<file path="src/rtl/demosaic_pkg.sv">
// rtl/demosaic_pkg.sv - shared types and width helpers for the demosaic frame sequencer
package demosaic_pkg;

   typedef enum logic [1:0] {IDLE, ACTIVE, DROP, FLUSH} state_t;

   localparam int PIX_W = 8;

   // A counter over n positions needs at least one bit even when n == 1.
   function automatic int cnt_w(input int n);
      return (n > 1) ? $clog2(n) : 1;
   endfunction

   function automatic int col_w(input int ncol);
      return cnt_w(ncol);
   endfunction

   function automatic int row_w(input int nrows);
      return cnt_w(nrows);
   endfunction

endpackage

</file>
<file path="src/rtl/demosaic_line_cnt.sv">
// rtl/demosaic_line_cnt.sv - column/row position counter with wrap and last-pixel flags
module demosaic_line_cnt
   import demosaic_pkg::*;
#(
   parameter  int Nrows = 349,
   parameter  int Ncol  = 349,
   localparam int CW    = col_w(Ncol),
   localparam int RW    = row_w(Nrows)
)
(
   input  logic          clk,
   input  logic          rst,
   input  logic          i_clr,
   input  logic          i_inc,
   output logic [CW-1:0] o_col,
   output logic [RW-1:0] o_row,
   output logic          o_col_last,
   output logic          o_row_last
);

   logic [CW-1:0] r_col;
   logic [RW-1:0] r_row;
   logic [CW-1:0] w_col_eff;
   logic [RW-1:0] w_row_eff;
   logic          w_col_last;
   logic          w_row_last;

   // Last flags describe the position of the current beat, which is (0,0) when clearing.
   assign w_col_eff  = i_clr ? '0 : r_col;
   assign w_row_eff  = i_clr ? '0 : r_row;
   assign w_col_last = (w_col_eff == CW'(Ncol - 1));
   assign w_row_last = (w_row_eff == RW'(Nrows - 1));

   always_ff @(posedge clk) begin
      if (rst) begin
         r_col <= '0;
         r_row <= '0;
      end else if (i_inc) begin
         if (w_col_last) begin
            r_col <= '0;
            r_row <= w_row_last ? '0 : w_row_eff + 1'b1;
         end else begin
            r_col <= w_col_eff + 1'b1;
            r_row <= w_row_eff;
         end
      end else if (i_clr) begin
         r_col <= '0;
         r_row <= '0;
      end
   end

   assign o_col      = r_col;
   assign o_row      = r_row;
   assign o_col_last = w_col_last;
   assign o_row_last = w_row_last;

endmodule

</file>
<file path="src/rtl/demosaic_frame_ctrl.sv">
// rtl/demosaic_frame_ctrl.sv - frame sequencer ahead of the 3x3 demosaic kernel; DEMOSAIC_FLUSH_EN adds a zero flush line
module demosaic_frame_ctrl
   import demosaic_pkg::*;
#(
   parameter int Nrows = 349,
   parameter int Ncol  = 349
)
(
   input  logic             clk,
   input  logic             rst,
   input  logic             enable,
   input  logic             s_axis_tvalid,
   input  logic             s_axis_tuser,
   input  logic             s_axis_tlast,
   input  logic [PIX_W-1:0] s_axis_tdata,
   output logic             m_axis_tvalid,
   output logic             m_axis_tuser,
   output logic             m_axis_tlast,
   output logic [PIX_W-1:0] m_axis_tdata,
   output logic             frame_done,
   output logic             err_short,
   output logic             err_long,
   output logic             err_sof,
   input  logic             err_clr,
   output logic [15:0]      frame_cnt
);

   localparam int CW = col_w(Ncol);
   localparam int RW = row_w(Nrows);

   state_t           r_state;
   logic             r_tvalid, r_tuser, r_tlast, r_done;
   logic             r_err_short, r_err_long, r_err_sof;
   logic [PIX_W-1:0] r_tdata;
   logic [15:0]      r_frame_cnt;

   logic [CW-1:0]    w_col;
   logic [RW-1:0]    w_row;
   logic             w_col_last, w_row_last;
   logic             w_sof, w_start, w_beat, w_cnt_inc;
   logic             w_fwd, w_fwd_last, w_zero_beat, w_done;
   logic             w_set_short, w_set_long, w_set_sof;
   state_t           w_next;

   assign w_sof   = s_axis_tvalid & s_axis_tuser;
   assign w_start = w_sof & enable;
   // A beat is framed either as the first pixel of a new frame or as a continuation in ACTIVE.
   assign w_beat  = w_start | (s_axis_tvalid & ~s_axis_tuser & (r_state == ACTIVE));

   demosaic_line_cnt #(.Nrows(Nrows), .Ncol(Ncol)) u_line_cnt (
      .clk        (clk),
      .rst        (rst),
      .i_clr      (w_start),
      .i_inc      (w_cnt_inc),
      .o_col      (w_col),
      .o_row      (w_row),
      .o_col_last (w_col_last),
      .o_row_last (w_row_last)
   );

   always_comb begin
      w_next      = r_state;
      w_cnt_inc   = 1'b0;
      w_fwd       = 1'b0;
      w_fwd_last  = 1'b0;
      w_zero_beat = 1'b0;
      w_done      = 1'b0;
      w_set_short = 1'b0;
      w_set_long  = 1'b0;
      w_set_sof   = 1'b0;

      if (w_sof) begin
         if (r_state == ACTIVE && (w_col != '0 || w_row != '0))
            w_set_sof = 1'b1;
`ifdef DEMOSAIC_FLUSH_EN
         if (r_state == FLUSH)
            w_set_sof = 1'b1;
`endif
         if (!enable && r_state != DROP)
            w_next = (r_state == ACTIVE) ? DROP : IDLE;
      end

      if (w_beat) begin
         w_next = ACTIVE;
         if (w_col_last && s_axis_tlast) begin
            w_fwd      = 1'b1;
            w_fwd_last = 1'b1;
            w_cnt_inc  = 1'b1;
            if (w_row_last) begin
`ifdef DEMOSAIC_FLUSH_EN
               w_next = FLUSH;
`else
               w_done = 1'b1;
               w_next = IDLE;
`endif
            end
         end else if (w_col_last) begin
            w_set_long = 1'b1;
            w_next     = DROP;
         end else if (s_axis_tlast) begin
            w_set_short = 1'b1;
            w_next      = DROP;
         end else begin
            w_fwd     = 1'b1;
            w_cnt_inc = 1'b1;
         end
      end
`ifdef DEMOSAIC_FLUSH_EN
      // Flush beats borrow only idle input slots so the source never needs to stall.
      else if (r_state == FLUSH && !s_axis_tvalid) begin
         w_zero_beat = 1'b1;
         w_cnt_inc   = 1'b1;
         if (w_col_last) begin
            w_fwd_last = 1'b1;
            w_done     = 1'b1;
            w_next     = IDLE;
         end
      end
`endif
   end

   always_ff @(posedge clk) begin
      if (rst) begin
         r_state     <= IDLE;
         r_tvalid    <= 1'b0;
         r_tuser     <= 1'b0;
         r_tlast     <= 1'b0;
         r_tdata     <= '0;
         r_done      <= 1'b0;
         r_err_short <= 1'b0;
         r_err_long  <= 1'b0;
         r_err_sof   <= 1'b0;
         r_frame_cnt <= '0;
      end else begin
         r_state     <= w_next;
         r_tvalid    <= w_fwd | w_zero_beat;
         r_tuser     <= w_fwd & w_start;
         r_tlast     <= w_fwd_last;
         r_tdata     <= w_fwd ? s_axis_tdata : '0;
         r_done      <= w_done;
         r_err_short <= w_set_short | (r_err_short & ~err_clr);
         r_err_long  <= w_set_long  | (r_err_long  & ~err_clr);
         r_err_sof   <= w_set_sof   | (r_err_sof   & ~err_clr);
         if (w_done)
            r_frame_cnt <= r_frame_cnt + 16'd1;
      end
   end

   assign m_axis_tvalid = r_tvalid;
   assign m_axis_tuser  = r_tuser;
   assign m_axis_tlast  = r_tlast;
   assign m_axis_tdata  = r_tdata;
   assign frame_done    = r_done;
   assign err_short     = r_err_short;
   assign err_long      = r_err_long;
   assign err_sof       = r_err_sof;
   assign frame_cnt     = r_frame_cnt;

endmodule

</file>
<file path="config.mk">
export PLATFORM = sky130hd
export DESIGN_NAME = demosaic_frame_ctrl
export DESIGN_NICKNAME = d
export VERILOG_FILES = /design/src/rtl/demosaic_pkg.sv /design/src/rtl/demosaic_line_cnt.sv /design/src/rtl/demosaic_frame_ctrl.sv
export SDC_FILE = /design/constraint.sdc
export NUM_CORES = 1
export LEC_CHECK = 0
export CAP_MARGIN = 5
export CORE_ASPECT_RATIO = 0.9
export CORE_UTILIZATION = 50
export CTS_CLUSTER_DIAMETER = 60
export DETAILED_ROUTE_END_ITERATION = 16
export GPL_TIMING_DRIVEN = 0
export HOLD_SLACK_MARGIN = 0.15
export PLACE_DENSITY = 0.76
export SYNTH_ARGS = -nofsm -noshare
export SYNTH_HDL_FRONTEND = slang
export SYNTH_SLANG_ARGS = --single-unit
</file>
<file path="constraint.sdc">
create_clock -name clk -period 9.1 [get_ports clk]
set_clock_uncertainty 0.15 [all_clocks]
set_input_delay 0.91 -clock clk [delete_from_list [all_inputs] [get_ports clk]]
set_output_delay 0.91 -clock clk [all_outputs]
set_load 0.005 [all_outputs]
</file>
==> Yosys cells after proc, flatten, opt, wreduce, memory -nomap -nowiden <==
Cells that the tools add are included.
W data, S select, Z words.
{ "totals": {"register_bits": 51, "inputBits": 15, "elab_cells": 79} }
{ "op_classes": {"muxes": 32, "add_sub_neg": 3, "reduce_logical": 12, "n_eq_ne": 4, "bitwise_logic": 16} }
{ "op_table": {"columns": ["op", "count"], "rows": [
  ["$mux W9", 7],
  ["$add A9 B1 Y9 const B", 2],
  ["$eq A9 B9 Y1 const B", 2],
  ["$mux W1", 18],
  ["$reduce_bool A9 Y1", 2],
  ["$add A16 B1 Y16 const B", 1],
  ["$mux W2", 7],
  ["$and A1 B1 Y1", 8],
  ["$not A1 Y1", 4],
  ["$or A1 B1 Y1", 4],
  ["$reduce_bool A2 Y1", 2],
  ["$reduce_or A2 Y1", 2],
  ["$logic_and A1 B1 Y1", 3],
  ["$eq A2 B1 Y1 const B", 1],
  ["$ne A2 B2 Y1 const B", 1],
  ["$reduce_and A2 Y1", 1],
  ["$logic_not A1 Y1", 1],
  ["$logic_or A1 B1 Y1", 1]
]} }

==> Longest topological paths before layout <==
{ "logic_depth": {"word_depth": 9, "depth_mapped": 13} }

==> Cells and area by module <==
Synthesis repeated with hierarchy kept, for this count alone.
{ "hier_totals": {"cells_unflattened": 290, "hier_area_um2": 2526.2} }
{ "by_module_without_submodules": {"columns": ["module", "seq_area_each_um2", "area_each_um2", "cells_each", "instances"], "rows": [
  ["demosaic_frame_ctrl", 660.6, 1452.6, 160, 1],
  ["demosaic_line_cnt", 360.3, 1073.5, 130, 1]
]} }

==> Worst setup path before layout <==
Ideal clock, no wire load.
{ "synth_path": {"path_kind": "input to register", "startpoint": "in enable", "endpoint": "reg r_frame_cnt[15] (netlist: frame_cnt[15])", "t_arrival_ps": 3310, "cell_stages": 12, "setup_ps": 121, "required_ps": 8829, "path_slack_ps": 5519, "path_buffers": 2, "path_cell_list": "nand3_2 > clkbuf_1 > nand2_1 > ha_1 > and4bb_1 > and4_1 > buf_6 > ha_1 > and4_1 > nand4_1 > nor4_1 > mux2_2"} }
{ "synth_between": {"elab_chain_cells": 6, "word_cells_on_any_way": 10, "classes_between": "eq/ne (2); mux (5); bitwise (2); reduce/logical (1)"} }
{ "synth_rtl": {"columns": ["element", "line_no", "source"], "rows": [
  ["start: declaration", "demosaic_frame_ctrl.sv:11", "input logic enable,"],
  ["$and A1 B1 Y1 (*)", "demosaic_frame_ctrl.sv:46", "assign w_start = w_sof & enable;"],
  ["$mux W9", null, null],
  ["$eq A9 B9 Y1, on equally long branches", "demosaic_line_cnt.sv:32, demosaic_line_cnt.sv:31", null],
  ["$mux W1 / $logic_and A1 B1 Y1 (equally long branches)", "demosaic_frame_ctrl.sv:89, demosaic_frame_ctrl.sv:85", null],
  ["$mux W1", "demosaic_frame_ctrl.sv:85", "if (w_col_last && s_axis_tlast) begin"],
  ["$mux W1 (*)", "demosaic_frame_ctrl.sv:83", "if (w_beat) begin"],
  ["end signal: assignment", "demosaic_frame_ctrl.sv:145", "r_frame_cnt <= r_frame_cnt + 16'd1;"],
  ["end: declaration", "demosaic_frame_ctrl.sv:35", "logic [15:0] r_frame_cnt;"]
]} }
Mark *: on every way between the ends. The rest lies on a longest branch, timed or not.
A chain may end at the register's enable or synchronous reset.

==> Worst setup path in the final report <==
{ "layout_path": {"startpoint": "in s_axis_tuser", "endpoint": "reg r_frame_cnt[15] (netlist: frame_cnt[15])"} }
{ "layout_between": {"elab_chain_cells": 7, "word_cells_on_any_way": 14, "classes_between": "eq/ne (2); mux (5); bitwise (6); reduce/logical (1)"} }
{ "layout_rtl": {"columns": ["element", "line_no", "source"], "rows": [
  ["start: declaration", "demosaic_frame_ctrl.sv:13", "input logic s_axis_tuser,"],
  ["$and A1 B1 Y1", "demosaic_frame_ctrl.sv:45", "assign w_sof = s_axis_tvalid & s_axis_tuser;"],
  ["$and A1 B1 Y1", "demosaic_frame_ctrl.sv:46", null],
  ["$mux W9", null, null],
  ["$eq A9 B9 Y1, on equally long branches", "demosaic_line_cnt.sv:32, demosaic_line_cnt.sv:31", null],
  ["$mux W1 / $logic_and A1 B1 Y1 (equally long branches)", "demosaic_frame_ctrl.sv:89, demosaic_frame_ctrl.sv:85", null],
  ["$mux W1", "demosaic_frame_ctrl.sv:85", null],
  ["$mux W1 (*)", "demosaic_frame_ctrl.sv:83", null]
]} }
Marked as above.

==> impl_metrics.json <==
{
  "worst_ep_required_time_ns": 9.15,
  "drc_errors": 0,
  "tightest_slew_ns": 0.665,
  "grt_pass1_vias": 2165,
  "peakVddDrop_mv": 0.0772,
  "cts_tree": "built",
  "die_h_um": 70.6,
  "syn-cell-area_um2": 2610,
  "met1Wirelength_um": 3040,
  "rows": 24,
  "initialDrtViolationCount": 183,
  "antenna_cells": 0,
  "grtUsageTotal_pct": 23.7,
  "gp_congestion": 0.910,
  "die_x_um": 78.2,
  "synthesis.nets": 327,
  "synth_cell_types": 50,
  "ctsResizeCount": 0,
  "end_kind": "flop",
  "tns_ns": 0,
  "area_delta_synth_final_pct": 24.1,
  "rsz0062_at_grt": "no",
  "port_buffers": 45,
  "synth_ff_type": "dfxtp_1",
  "worstSetupPathType": "in2reg",
  "yosysWarnings": 0,
  "synth_edf_count": 0,
  "drv_cap": 0,
  "swShare_pct": 25.0,
  "combPwrFrac_pct": 6.1,
  "p_switching_uw": 97.4,
  "initial_utilization_pct": 53.0,
  "grt_pass1_wl_um": 10500,
  "viasPerCell": 5.86,
  "overflow": 0,
  "outcome": "finished, final reports clean",
  "hp-start": "err_short",
  "pwr_density_cell_nw_per_um2": 120,
  "clock_latency_ns": 0.31,
  "h-tree-depth": 2,
  "finalCriticalPeriod_ns": 4.49,
  "p_clk_share_pct": 36.1,
  "leakagePower_nw": 1.13,
  "vias": 2466,
  "wl_um": 6290,
  "final_common_cell": "dfxtp_1",
  "final_nets": 379,
  "clkSinkCount": 51,
  "final_util_pct": 65.8,
  "holdCritPathClass": "reg2reg",
  "internal_power_uw": 292,
  "ant_nets": 0,
  "yosysSeqAreaShare_pct": 39.1,
  "crit_arrival_ns": 4.55,
  "first_pass_iters": 5,
  "met3_length_um": 509,
  "startpoint": "s_axis_tuser",
  "grt_antenna_before_repair": 0,
  "hold_viol": 0,
  "top_layer": "met4",
  "cts_buffers": 5,
  "layout_common_cells": "dfxtp_1 (51), clkdlybuf4s50_1 (45), nand2_1 (23)",
  "cp-start-kind": "primary input",
  "finalPower_uw": 390,
  "dieArea_um2": 5520,
  "seq_power_share_pct": 57.7,
  "slew_headroom_pct": 55.2,
  "setup_violations": 0,
  "design_area_um2": 3240,
  "cts_max_path_buffers": 2,
  "synth_cells": 303,
  "clk_root_buffer_cell": "clkbuf_8",
  "clkTransAtPathRegs_ns": 0.10,
  "path_max_fanout": 10,
  "dp_hpwl_um": 4470,
  "reg2reg_from": "u_line_cnt.o_col[0]",
  "synth_area_per_cell_um2": 8.62,
  "drive_above_1_share_pct": 9.55,
  "core_area_um2": 4920,
  "drv_slew": 0,
  "avgRoutedWirePerCell_um": 14.9,
  "ys_ff_latch": 51,
  "grt_start_max_net_pins": 19,
  "dpl_cell_area_um2": 3140,
  "post-cts-setup-buffers": 0,
  "finalCritPeriodShare_pct": 49.4,
  "ios": 46,
  "ctsHoldBuffers": 0,
  "fmax_mhz": 223,
  "async_flop_share_pct": 0,
  "met2_length_um": 2700
}
==> synth_stat cells, drive strengths merged (2+ instances only) <==
library cell	number	share of area, %
nor3	16	3.1
nor3b	2	0.57
nand2b	5	1.2
o2111ai	2	0.67
and2	11	2.6
clkbuf	7	1.0
and4bb	3	1.4
and4	5	1.7
nor2	19	2.7
a32o	2	0.77
a211oi	3	0.86
nand3b	2	0.57
or3	4	0.96
nand4	8	1.9
o22ai	2	0.48
a211o	3	1.0
nand3	15	3.1
a21oi	15	2.9
mux2	12	5.2
or4	7	2.2
nor4	6	1.4
nand2	23	3.3
ha	9	4.3
nor2b	12	2.9
o31ai	6	1.7
xor2	2	0.67
and3	7	1.7
buf	9	2.0
o21ai	12	2.4
inv	11	1.7
dfxtp	51	39
o211ai	2	0.57
==> kinds of logic after synthesis <==
group           Yosys count  synth area share (%)
simple gates            145                  31.3
flops                    51                  39.1
xor+xnor                  3                  1.01
fa+ha+maj                 9                  4.31
buf+inv                  27                  4.65
compound gates           55                  14.1
mux                      13                  5.56
==> per-layer routing <==
layer	global-route usage, %	vias to the layer above
met5	0	-
met4	5.56	0
met3	4.77	4
met2	34.0	108
met1	36.5	1143
li1	-	1211
==> path summary, 6_finish.rpt <==
kind                            slack (ns)            end  cells past startpoint
worst max-delay path                  4.61  frame_cnt[15]                     13
worst min-delay path                  0.33      err_short                      2
worst max register to register        6.11  frame_cnt[15]                     10
worst min register to register        0.33      err_short                      2
==> flip-flops by register name, indices dropped and copies added, names as in the netlist <==
register	flops
m_axis_tvalid	1
frame_cnt	16
err_short	1
u_line_cnt.o_row	9
u_line_cnt.o_col	9
err_sof	1
err_long	1
frame_done	1
m_axis_tuser	1
m_axis_tdata	8
r_state	2
m_axis_tlast	1
==> worst max-delay path, stage by stage <==
cell	delay, ns
clkdlybuf4s50_1	0.59
nand3_2	0.25
clkbuf_1	0.30
nand2_1	0.20
ha_1	0.16
and4bb_1	0.19
and4_1	0.20
buf_6	0.14
ha_1	0.22
and4_1	0.25
nand4_1	0.32
nor4_1	0.42
mux2_2	0.37
==> per-stage QoR <==
step,setup slack [ns],cells,hold slack [ns]
floorplan,5.52,303,0.310
global placement,4.38,413,0.312
detailed placement,4.33,413,0.317
CTS,4.66,421,0.333
global route,4.42,421,0.355
finish,4.61,421,0.329
==> final cells by class <==
type,count,area (µm²)
Fill cell,425,1680
Multi-Input combinational cell,225,1470
Sequential cell,51,1020
Timing Repair Buffer,45,450
Tap cell,65,81.3
Buffer,16,77.6
Clock buffer,5,68.8
Inverter,11,43.8
Clock inverter,3,28.8
==> power groups by stage <==
| stage | Clock [mW] | Sequential, mW | Combinational [mW] |
|---|---|---|---|
| global placement | 0 | 0.230 | 0.0234 |
| finish | 0.141 | 0.225 | 0.0239 |
| floorplan | 0 | 0.230 | 0.0114 |
| detailed placement | 0 | 0.230 | 0.0238 |
| global route | 0.154 | 0.225 | 0.0263 |
| CTS | 0.143 | 0.225 | 0.0240 |
Note: power is estimated with default switching activity, not from simulation.
